### src/rtl/rca24_share_arbiter_if.sv
`default_nettype none
// +----------------------------------------------------------------------+
// | Module      : rca24_share_arbiter_if                                 |
// | Description : Request, shared-adder and response signal bundle for   |
// |               rca24_share_arbiter. The slave modport is the arbiter  |
// |               side; master is the requesters/adder/consumer side.    |
// | Revision    : 1.0 - initial release                                  |
// +----------------------------------------------------------------------+
interface rca24_share_arbiter_if #(
  parameter int N_REQ = 4,
  parameter int WIDTH = 24,
  parameter int IDW   = 2
);
  logic [N_REQ-1:0]       i_req_valid;
  logic [N_REQ-1:0]       o_req_ready;
  logic [N_REQ*WIDTH-1:0] i_req_a;
  logic [N_REQ*WIDTH-1:0] i_req_b;
  logic [WIDTH-1:0]       o_add_term1;
  logic [WIDTH-1:0]       o_add_term2;
  logic [WIDTH:0]         i_add_result;
  logic                   o_rsp_valid;
  logic                   i_rsp_ready;
  logic [IDW-1:0]         o_rsp_id;
  logic [WIDTH:0]         o_rsp_sum;
  logic                   o_busy;

  modport slave (
    input  i_req_valid, i_req_a, i_req_b, i_add_result, i_rsp_ready,
    output o_req_ready, o_add_term1, o_add_term2, o_rsp_valid, o_rsp_id,
           o_rsp_sum, o_busy
  );

  modport master (
    output i_req_valid, i_req_a, i_req_b, i_add_result, i_rsp_ready,
    input  o_req_ready, o_add_term1, o_add_term2, o_rsp_valid, o_rsp_id,
           o_rsp_sum, o_busy
  );
endinterface
`default_nettype wire

### src/rtl/rca24_share_arbiter.sv
`default_nettype none
// +----------------------------------------------------------------------+
// | Module      : rca24_share_arbiter                                    |
// | Description : Round-robin arbiter/sequencer time-sharing one external|
// |               ripple-carry adder among N_REQ requesters. Operands are|
// |               registered, held SETTLE_CYCLES cycles, then the adder  |
// |               result is captured and returned with the requester ID. |
// | Revision    : 1.0 - initial release                                  |
// +----------------------------------------------------------------------+
module rca24_share_arbiter #(
  parameter int N_REQ         = 4,
  parameter int WIDTH         = 24,
  parameter int SETTLE_CYCLES = 2,
  parameter int IDW           = 2
) (
  input wire logic             i_clk,
  input wire logic             i_rst,
  rca24_share_arbiter_if.slave bus
);

  // Counter only needs to reach SETTLE_CYCLES-1; keep at least one bit.
  localparam int CNTW = (SETTLE_CYCLES > 1) ? $clog2(SETTLE_CYCLES) : 1;
  localparam logic [CNTW-1:0] c_cnt_load = CNTW'(SETTLE_CYCLES - 1);
  localparam logic [IDW-1:0]  c_last_id  = IDW'(N_REQ - 1);

  typedef enum logic [1:0] {
    ST_IDLE   = 2'd0,
    ST_SETTLE = 2'd1,
    ST_RESP   = 2'd2
  } state_t;

  state_t           r_state;
  state_t           w_state_nxt;
  logic [IDW-1:0]   r_ptr;
  logic [CNTW-1:0]  r_cnt;
  logic [WIDTH-1:0] r_term1;
  logic [WIDTH-1:0] r_term2;
  logic [IDW-1:0]   r_rsp_id;
  logic [WIDTH:0]   r_rsp_sum;
  logic             r_rsp_valid;

  logic             w_gnt_found;
  logic [IDW-1:0]   w_gnt_idx;
  logic [IDW-1:0]   w_cand;
  logic [WIDTH-1:0] w_op_a;
  logic [WIDTH-1:0] w_op_b;
  logic [N_REQ-1:0] w_req_ready;
  logic             w_accept;
  logic             w_rsp_fire;

  // Round-robin search starting at r_ptr, plus operand mux for the winner.
  always_comb begin
    w_gnt_found = 1'b0;
    w_gnt_idx   = '0;
    w_cand      = '0;
    w_op_a      = '0;
    w_op_b      = '0;
    for (int i = 0; i < N_REQ; i++) begin
      w_cand = IDW'((int'(r_ptr) + i) % N_REQ);
      if (!w_gnt_found && bus.i_req_valid[w_cand]) begin
        w_gnt_found = 1'b1;
        w_gnt_idx   = w_cand;
      end
    end
    for (int k = 0; k < N_REQ; k++) begin
      if (w_gnt_idx == IDW'(k)) begin
        w_op_a = bus.i_req_a[k*WIDTH +: WIDTH];
        w_op_b = bus.i_req_b[k*WIDTH +: WIDTH];
      end
    end
  end

  // Ready only in IDLE, only for the winner, never while reset is asserted.
  always_comb begin
    w_req_ready = '0;
    if ((r_state == ST_IDLE) && !i_rst && w_gnt_found) begin
      w_req_ready[w_gnt_idx] = 1'b1;
    end
  end

  assign w_accept   = |w_req_ready;
  assign w_rsp_fire = r_rsp_valid & bus.i_rsp_ready;

  // State register.
  always_ff @(posedge i_clk) begin
    if (i_rst) begin
      r_state <= ST_IDLE;
    end else begin
      r_state <= w_state_nxt;
    end
  end

  // Next-state decode: accept -> settle countdown -> hold response.
  always_comb begin
    w_state_nxt = r_state;
    case (r_state)
      ST_IDLE:   if (w_accept)          w_state_nxt = ST_SETTLE;
      ST_SETTLE: if (r_cnt == '0)       w_state_nxt = ST_RESP;
      ST_RESP:   if (w_rsp_fire)        w_state_nxt = ST_IDLE;
      default:                          w_state_nxt = ST_IDLE;
    endcase
  end

  // Operand/response datapath and round-robin pointer.
  always_ff @(posedge i_clk) begin
    if (i_rst) begin
      r_ptr       <= '0;
      r_cnt       <= '0;
      r_term1     <= '0;
      r_term2     <= '0;
      r_rsp_id    <= '0;
      r_rsp_sum   <= '0;
      r_rsp_valid <= 1'b0;
    end else begin
      case (r_state)
        ST_IDLE: begin
          if (w_accept) begin
            r_term1  <= w_op_a;
            r_term2  <= w_op_b;
            r_rsp_id <= w_gnt_idx;
            r_cnt    <= c_cnt_load;
          end
        end
        ST_SETTLE: begin
          if (r_cnt == '0) begin
            r_rsp_sum   <= bus.i_add_result;
            r_rsp_valid <= 1'b1;
          end else begin
            r_cnt <= r_cnt - 1'b1;
          end
        end
        ST_RESP: begin
          if (w_rsp_fire) begin
            r_rsp_valid <= 1'b0;
            r_ptr       <= (r_rsp_id == c_last_id) ? '0 : r_rsp_id + 1'b1;
          end
        end
        default: ;
      endcase
    end
  end

  assign bus.o_req_ready = w_req_ready;
  assign bus.o_add_term1 = r_term1;
  assign bus.o_add_term2 = r_term2;
  assign bus.o_rsp_valid = r_rsp_valid;
  assign bus.o_rsp_id    = r_rsp_id;
  assign bus.o_rsp_sum   = r_rsp_sum;
  assign bus.o_busy      = (r_state != ST_IDLE);

endmodule
`default_nettype wire

### src/flat_wrapper.sv
// flat-port wrapper written by rule: the top's interface ports become plain ports
module rca24_share_arbiter_flat 
#(
  parameter int N_REQ         = 4,
  parameter int WIDTH         = 24,
  parameter int SETTLE_CYCLES = 2,
  parameter int IDW           = 2
)
  (i_clk, i_rst, bus_i_req_valid, bus_i_req_a, bus_i_req_b, bus_i_add_result, bus_i_rsp_ready, bus_o_req_ready, bus_o_add_term1, bus_o_add_term2, bus_o_rsp_valid, bus_o_rsp_id, bus_o_rsp_sum, bus_o_busy);
  rca24_share_arbiter_if #(.N_REQ(N_REQ), .WIDTH(WIDTH), .IDW(IDW)) bus_i ();
  input wire logic i_clk;
  input wire logic i_rst;
  input wire logic [$bits(bus_i.i_req_valid)-1:0] bus_i_req_valid;
  input wire logic [$bits(bus_i.i_req_a)-1:0] bus_i_req_a;
  input wire logic [$bits(bus_i.i_req_b)-1:0] bus_i_req_b;
  input wire logic [$bits(bus_i.i_add_result)-1:0] bus_i_add_result;
  input wire logic [$bits(bus_i.i_rsp_ready)-1:0] bus_i_rsp_ready;
  output wire logic [$bits(bus_i.o_req_ready)-1:0] bus_o_req_ready;
  output wire logic [$bits(bus_i.o_add_term1)-1:0] bus_o_add_term1;
  output wire logic [$bits(bus_i.o_add_term2)-1:0] bus_o_add_term2;
  output wire logic [$bits(bus_i.o_rsp_valid)-1:0] bus_o_rsp_valid;
  output wire logic [$bits(bus_i.o_rsp_id)-1:0] bus_o_rsp_id;
  output wire logic [$bits(bus_i.o_rsp_sum)-1:0] bus_o_rsp_sum;
  output wire logic [$bits(bus_i.o_busy)-1:0] bus_o_busy;
  assign bus_i.i_req_valid = bus_i_req_valid;
  assign bus_i.i_req_a = bus_i_req_a;
  assign bus_i.i_req_b = bus_i_req_b;
  assign bus_i.i_add_result = bus_i_add_result;
  assign bus_i.i_rsp_ready = bus_i_rsp_ready;
  assign bus_o_req_ready = bus_i.o_req_ready;
  assign bus_o_add_term1 = bus_i.o_add_term1;
  assign bus_o_add_term2 = bus_i.o_add_term2;
  assign bus_o_rsp_valid = bus_i.o_rsp_valid;
  assign bus_o_rsp_id = bus_i.o_rsp_id;
  assign bus_o_rsp_sum = bus_i.o_rsp_sum;
  assign bus_o_busy = bus_i.o_busy;
  rca24_share_arbiter #(.N_REQ(N_REQ), .WIDTH(WIDTH), .SETTLE_CYCLES(SETTLE_CYCLES), .IDW(IDW)) u_core (.i_clk(i_clk), .i_rst(i_rst), .bus(bus_i));
endmodule
### config.mk
export PLATFORM = sky130hd
export DESIGN_NAME = rca24_share_arbiter_flat
export DESIGN_NICKNAME = d
export VERILOG_FILES = /design/src/rtl/rca24_share_arbiter_if.sv /design/src/rtl/rca24_share_arbiter.sv /design/src/flat_wrapper.sv
export SDC_FILE = /design/constraint.sdc
export NUM_CORES = 1
export LEC_CHECK = 0
export CAP_MARGIN = 30
export CORE_AREA = 2 2 117 119
export CTS_BUF_LIST = sky130_fd_sc_hd__clkbuf_4
export DETAILED_ROUTE_END_ITERATION = 8
export DIE_AREA = 0 0 119 121
export PLACE_DENSITY = 0.78
export SYNTH_ARGS = -nofsm -noshare
export SYNTH_HDL_FRONTEND = slang
export SYNTH_SLANG_ARGS = --single-unit
### constraint.sdc
create_clock -name i_clk -period 1.9 [get_ports i_clk]
set_clock_uncertainty 0.1 [all_clocks]
set_input_delay 0.38 -clock i_clk [delete_from_list [all_inputs] [get_ports i_clk]]
set_output_delay 0.38 -clock i_clk [all_outputs]
set_load 0.02 [all_outputs]
== After elaboration in Yosys (flattened, before gate mapping) ==
Index checks and enable logic that the tools add are counted.
Widths: inputs -> output; s select.
Cells by class
  add/subtract/negate cells: 5
  order comparisons: 6
  equality and inequality tests: 9
  multiplexer cells: 38
  bitwise gates (word level): 2
  reductions and logical operators: 22
Operators by type and width (count)
  $mux 24: 8
  $mux 2: 8
  $lt 2x3->1 const B: 5
  $mux 1: 13
  $bmux 1 s2: 4
  $eq 2x2->1 const B: 4
  $reduce_and 2->1: 4
  $logic_and 1x1->1: 6
  $pmux 2 s3: 1
  $reduce_and 3->1: 2
  $reduce_bool 2->1: 3
  $add 2x1->2 const B: 2
  $add 2x2->2 const B: 2
  $eq 2x1->1 const B: 2
  $logic_not 1->1: 4
  $logic_not 2->1: 2
  $mux 4: 1
  $ne 2x1->1 const B: 2
  $pmux 1 s2: 2
  $reduce_or 4->1: 1
  $demux 1 s2: 1
  $ge 2x1->1 const B: 1
  $ne 2x2->1 const B: 1
  $and 1x1->1: 1
  2 further kinds: 2
Word-level totals
  register bits after elaboration: 81
  bits of input ports: 224
  output and inout port bits: 81
  logic and storage cells: 90

== Depth between registers and ports, before layout ==
  depth after elaboration: 20
  mapped depth: 7
  depth with buffers taken out: 5

== Worst setup path after synthesis ==
No wires, ideal clock.
  path kind: flip-flop to output port
  from: register u_core.r_state[1]
  to: output port bus_o_req_ready[2]
  arrival time: 1.864 ns
  required time: 1.420 ns
  path slack: -0.444 ns
  cell stages (with the launch flop): 7
  buffers on the path: 1
  path through: dfxtp_1 > or2_1 > or2_4 > nor2_8 > nand3_2 > buf_2 > nor3_1
On the way
  cells in the longest elaborated chain, start to end: 4
Ends and longest elaborated chain
  start, declared: line rca24_share_arbiter.sv:32  | state_t r_state;
  start signal, assigned: line rca24_share_arbiter.sv:89  | r_state <= w_state_nxt;
  $logic_not 2->1: line rca24_share_arbiter.sv:76  | if ((r_state == ST_IDLE) && !i_rst && w_gnt_found) begin
  $logic_and 1x1->1 (2 in series): line rca24_share_arbiter.sv:76
  $mux 4: line rca24_share_arbiter.sv:76
  end, declared: line flat_wrapper.sv:18  | output wire logic [$bits(bus_i.o_req_ready)-1:0] bus_o_req_ready;
Every way passes these cells.

== Worst setup path after layout ==
  from: register u_core.r_state[1]
  to: output port bus_o_req_ready[3]
Same word-level chain as after synthesis.

==> run metrics <==
run status=finished, violations left; failing checks=negative setup slack; critical-path cell with the highest stage delay=dfxtp_2; drt wl/cell=18.7 µm; Yosys reg bits=81; Worst Hold Class=input pin to flip-flop; Inserted Clock Buffers=9; number of library cell types mapped by synthesis=35; effective utilization at floorplan=0.317; async set or reset register ratio after synthesis=0; Global Route Usage Sum=0.231; category of the worst setup path launch point=flip-flop; overall routed net length=18.6 mm; crit-path max cell delay=350 ps; cell area after placement=0.00770 mm²; Post-DP HPWL=13.2 mm; number of DRC markers in iteration 0=286; die area=0.0144 mm²; final setup violation count=51; most used flip-flop cell after synthesis=dfxtp_1; crit path DAT=1920 ps; post-layout instance area=0.00849 mm²; Row Count=42; CP cell instances=or2_4 -> or2_4 -> buf_4 -> nor4_4 -> buf_4; max_slew headroom=0.679; total leakage power=3.77 nW; CTS tree=built; most common cell after layout, fill and taps aside=clkdlybuf4s50_1; Die Span Y=121 µm; first-pass GRT wire length=26.1 mm; post-route setup TNS=-8620 ps; CTS Hold Buffers Added=0; number of nets in the synthesized netlist=689; most frequent cells in the layout=clkdlybuf4s50_1 (218), nand2_1 (88), dlygate4sd2_1 (78), dfxtp_1 (77), mux2i_1 (62); vias in the first global route=5,213; transition time at the pin with the least slew margin=482 ps; crit path setup slack, layout=-503 ps; worst-skew pair later-pin latency=460 ps; number of detailed-routing iterations run before antenna repair=4; Total Power=5.41 mW; number of I/O port buffers=304; layout cell share with drive strength beyond 1=0.198; highest net fanout along the worst path=4; # fillers=1,019; final hold vios=0; I/O Pins=305; number of clock sinks=81; final worst path period need=2400 ps; Net count, final=1,039; antenna violations before repair=1; P&R area growth vs syn=105%; post-placement cell count=959; setup repair after global routing missed its margin=yes; Worst EP required=1420 ps; Setup Crit Path Kind=flip-flop to output port; count of vias placed by the detailed router=5,125; CP bufs+invs=2; non-filler cells, final=996; IR drop worst, VDD=0.321 mV; Post-DRT Antenna Nets=0; pwr/cell area=637 mW/mm²; Setup crit end kind=output port; warnings from Yosys=0; Core Box Area=0.0131 mm²; DRC=0; number of buffers on the longest clock path=2; register area share after synthesis=0.391; clock transition at the register clock pins on the worst setup and hold paths after CTS=160 ps; pin count of the biggest net entering global routing=44; clock root buffer master=clkbuf_4; DIE WIDTH=119 µm; cell taking the most area after synthesis=dfxtp_1; number of flops mapped to enable cells by yosys=0; mapped cell area=0.00415 mm²; syn avg cell area=8.94 µm²; gate count of the mapped netlist=464; maximum capacitance violations=0; Max Transition Viols Final=0; share of the clock period used by the worst path after layout=1.26; portion of synthesized cell area occupied by the leading cell type=0.391; number of H-tree branching levels=3; GP Congestion=0.892; routed vias/inst=5.15; overall overflow remaining after global route=0; cell family with most CP delay=simple AND/OR/NAND/NOR gates; leading post-synthesis cells by cell area=dfxtp_1 (39%), mux2i_1 (18%), o221ai_1 (8.4%); maximum clock frequency=416 MHz
logic make-up after synthesis:
logic type	Yosys count	share of synthesized area
mux	75	0.181
fa+ha+maj	1	0.00302
buf+inv	38	0.0507
simple gates	144	0.164
compound gates	125	0.210
flops	81	0.391
sequential cells by signal (all words and copies together), names as in the netlist:
register                cells
u_core.r_ptr                2
u_core.r_cnt                1
u_core.r_state              2
u_core.bus.o_rsp_id         2
u_core.bus.o_add_term1     24
u_core.bus.o_rsp_sum       25
u_core.bus.o_rsp_valid      1
u_core.bus.o_add_term2     24
metrics by stage:
step	hold slack, ps	util	setup slack (ps)
finish	332	0.649	-503
global route	320	0.649	-563
CTS	286	0.612	-498
detailed placement	349	0.588	-826
global placement	342	0.588	-791
floorplan	354	-	-125
report_power, final:
part | internal [mW] | switching (mW) | leakage, nW
sequential | 1.93 | 0.118 | 0.669
combinational | 1.24 | 1.16 | 3.04
clock | 0.277 | 0.681 | 0.0606
area by class of cell:
cell class | count | area, µm² | share of cell area
diodes | 1 | 2.50 | 0.000295
clock inverters | 7 | 53.8 | 0.00634
clock buffers | 9 | 67.6 | 0.00796
well taps | 176 | 220 | 0.0259
flip-flops and latches | 81 | 1630 | 0.192
multi-input cells | 345 | 2750 | 0.324
inverters | 1 | 3.75 | 0.000442
repair buffers | 376 | 3760 | 0.443
path summary, 6_finish.rpt:
path | start | to | slack (ps) | cells after the start
hold reg to reg | u_core.bus.o_rsp_sum[9] | u_core.bus.o_rsp_sum[9] | 360 | 2
hold / removal | bus_i_add_result[1] | u_core.bus.o_rsp_sum[1] | 330 | 3
setup reg to reg | u_core.r_ptr[0] | u_core.bus.o_add_term2[0] | -240 | 11
setup / recovery | u_core.r_state[1] | bus_o_req_ready[3] | -500 | 5
synthesized netlist by cell type, drive strengths merged (2+ instances only):
cell,count
nor2,14
o22ai,16
clkbuf,16
mux2i,75
nand2b,11
a31oi,7
a221oi,8
dfxtp,81
buf,21
nand2,90
and2,8
o21ai,2
nor3,5
o221ai,40
nor2b,7
o21bai,9
nand3,3
a21oi,39
or2,2
nor4,3
tightest hold or removal path: stages:
cell and delay, ps:
clkdlybuf4s50_1 390, nand2_1 60, a21oi_1 50
timing repair:
action                                  4_1_cts  5_1_grt
setup buffers                                14        4
pin swaps                                    13       17
endpoints found under the setup margin      130       52
gates cloned                                  2        3
resized for setup                           141       73
per-layer routing:
layer	global-route usage	share of wire
met4	0.119	0.038
met2	0.438	0.53
met1	0.238	0.36
met5	0	0
met3	0.0508	0.068
Power figures use the tool's default switching activity.
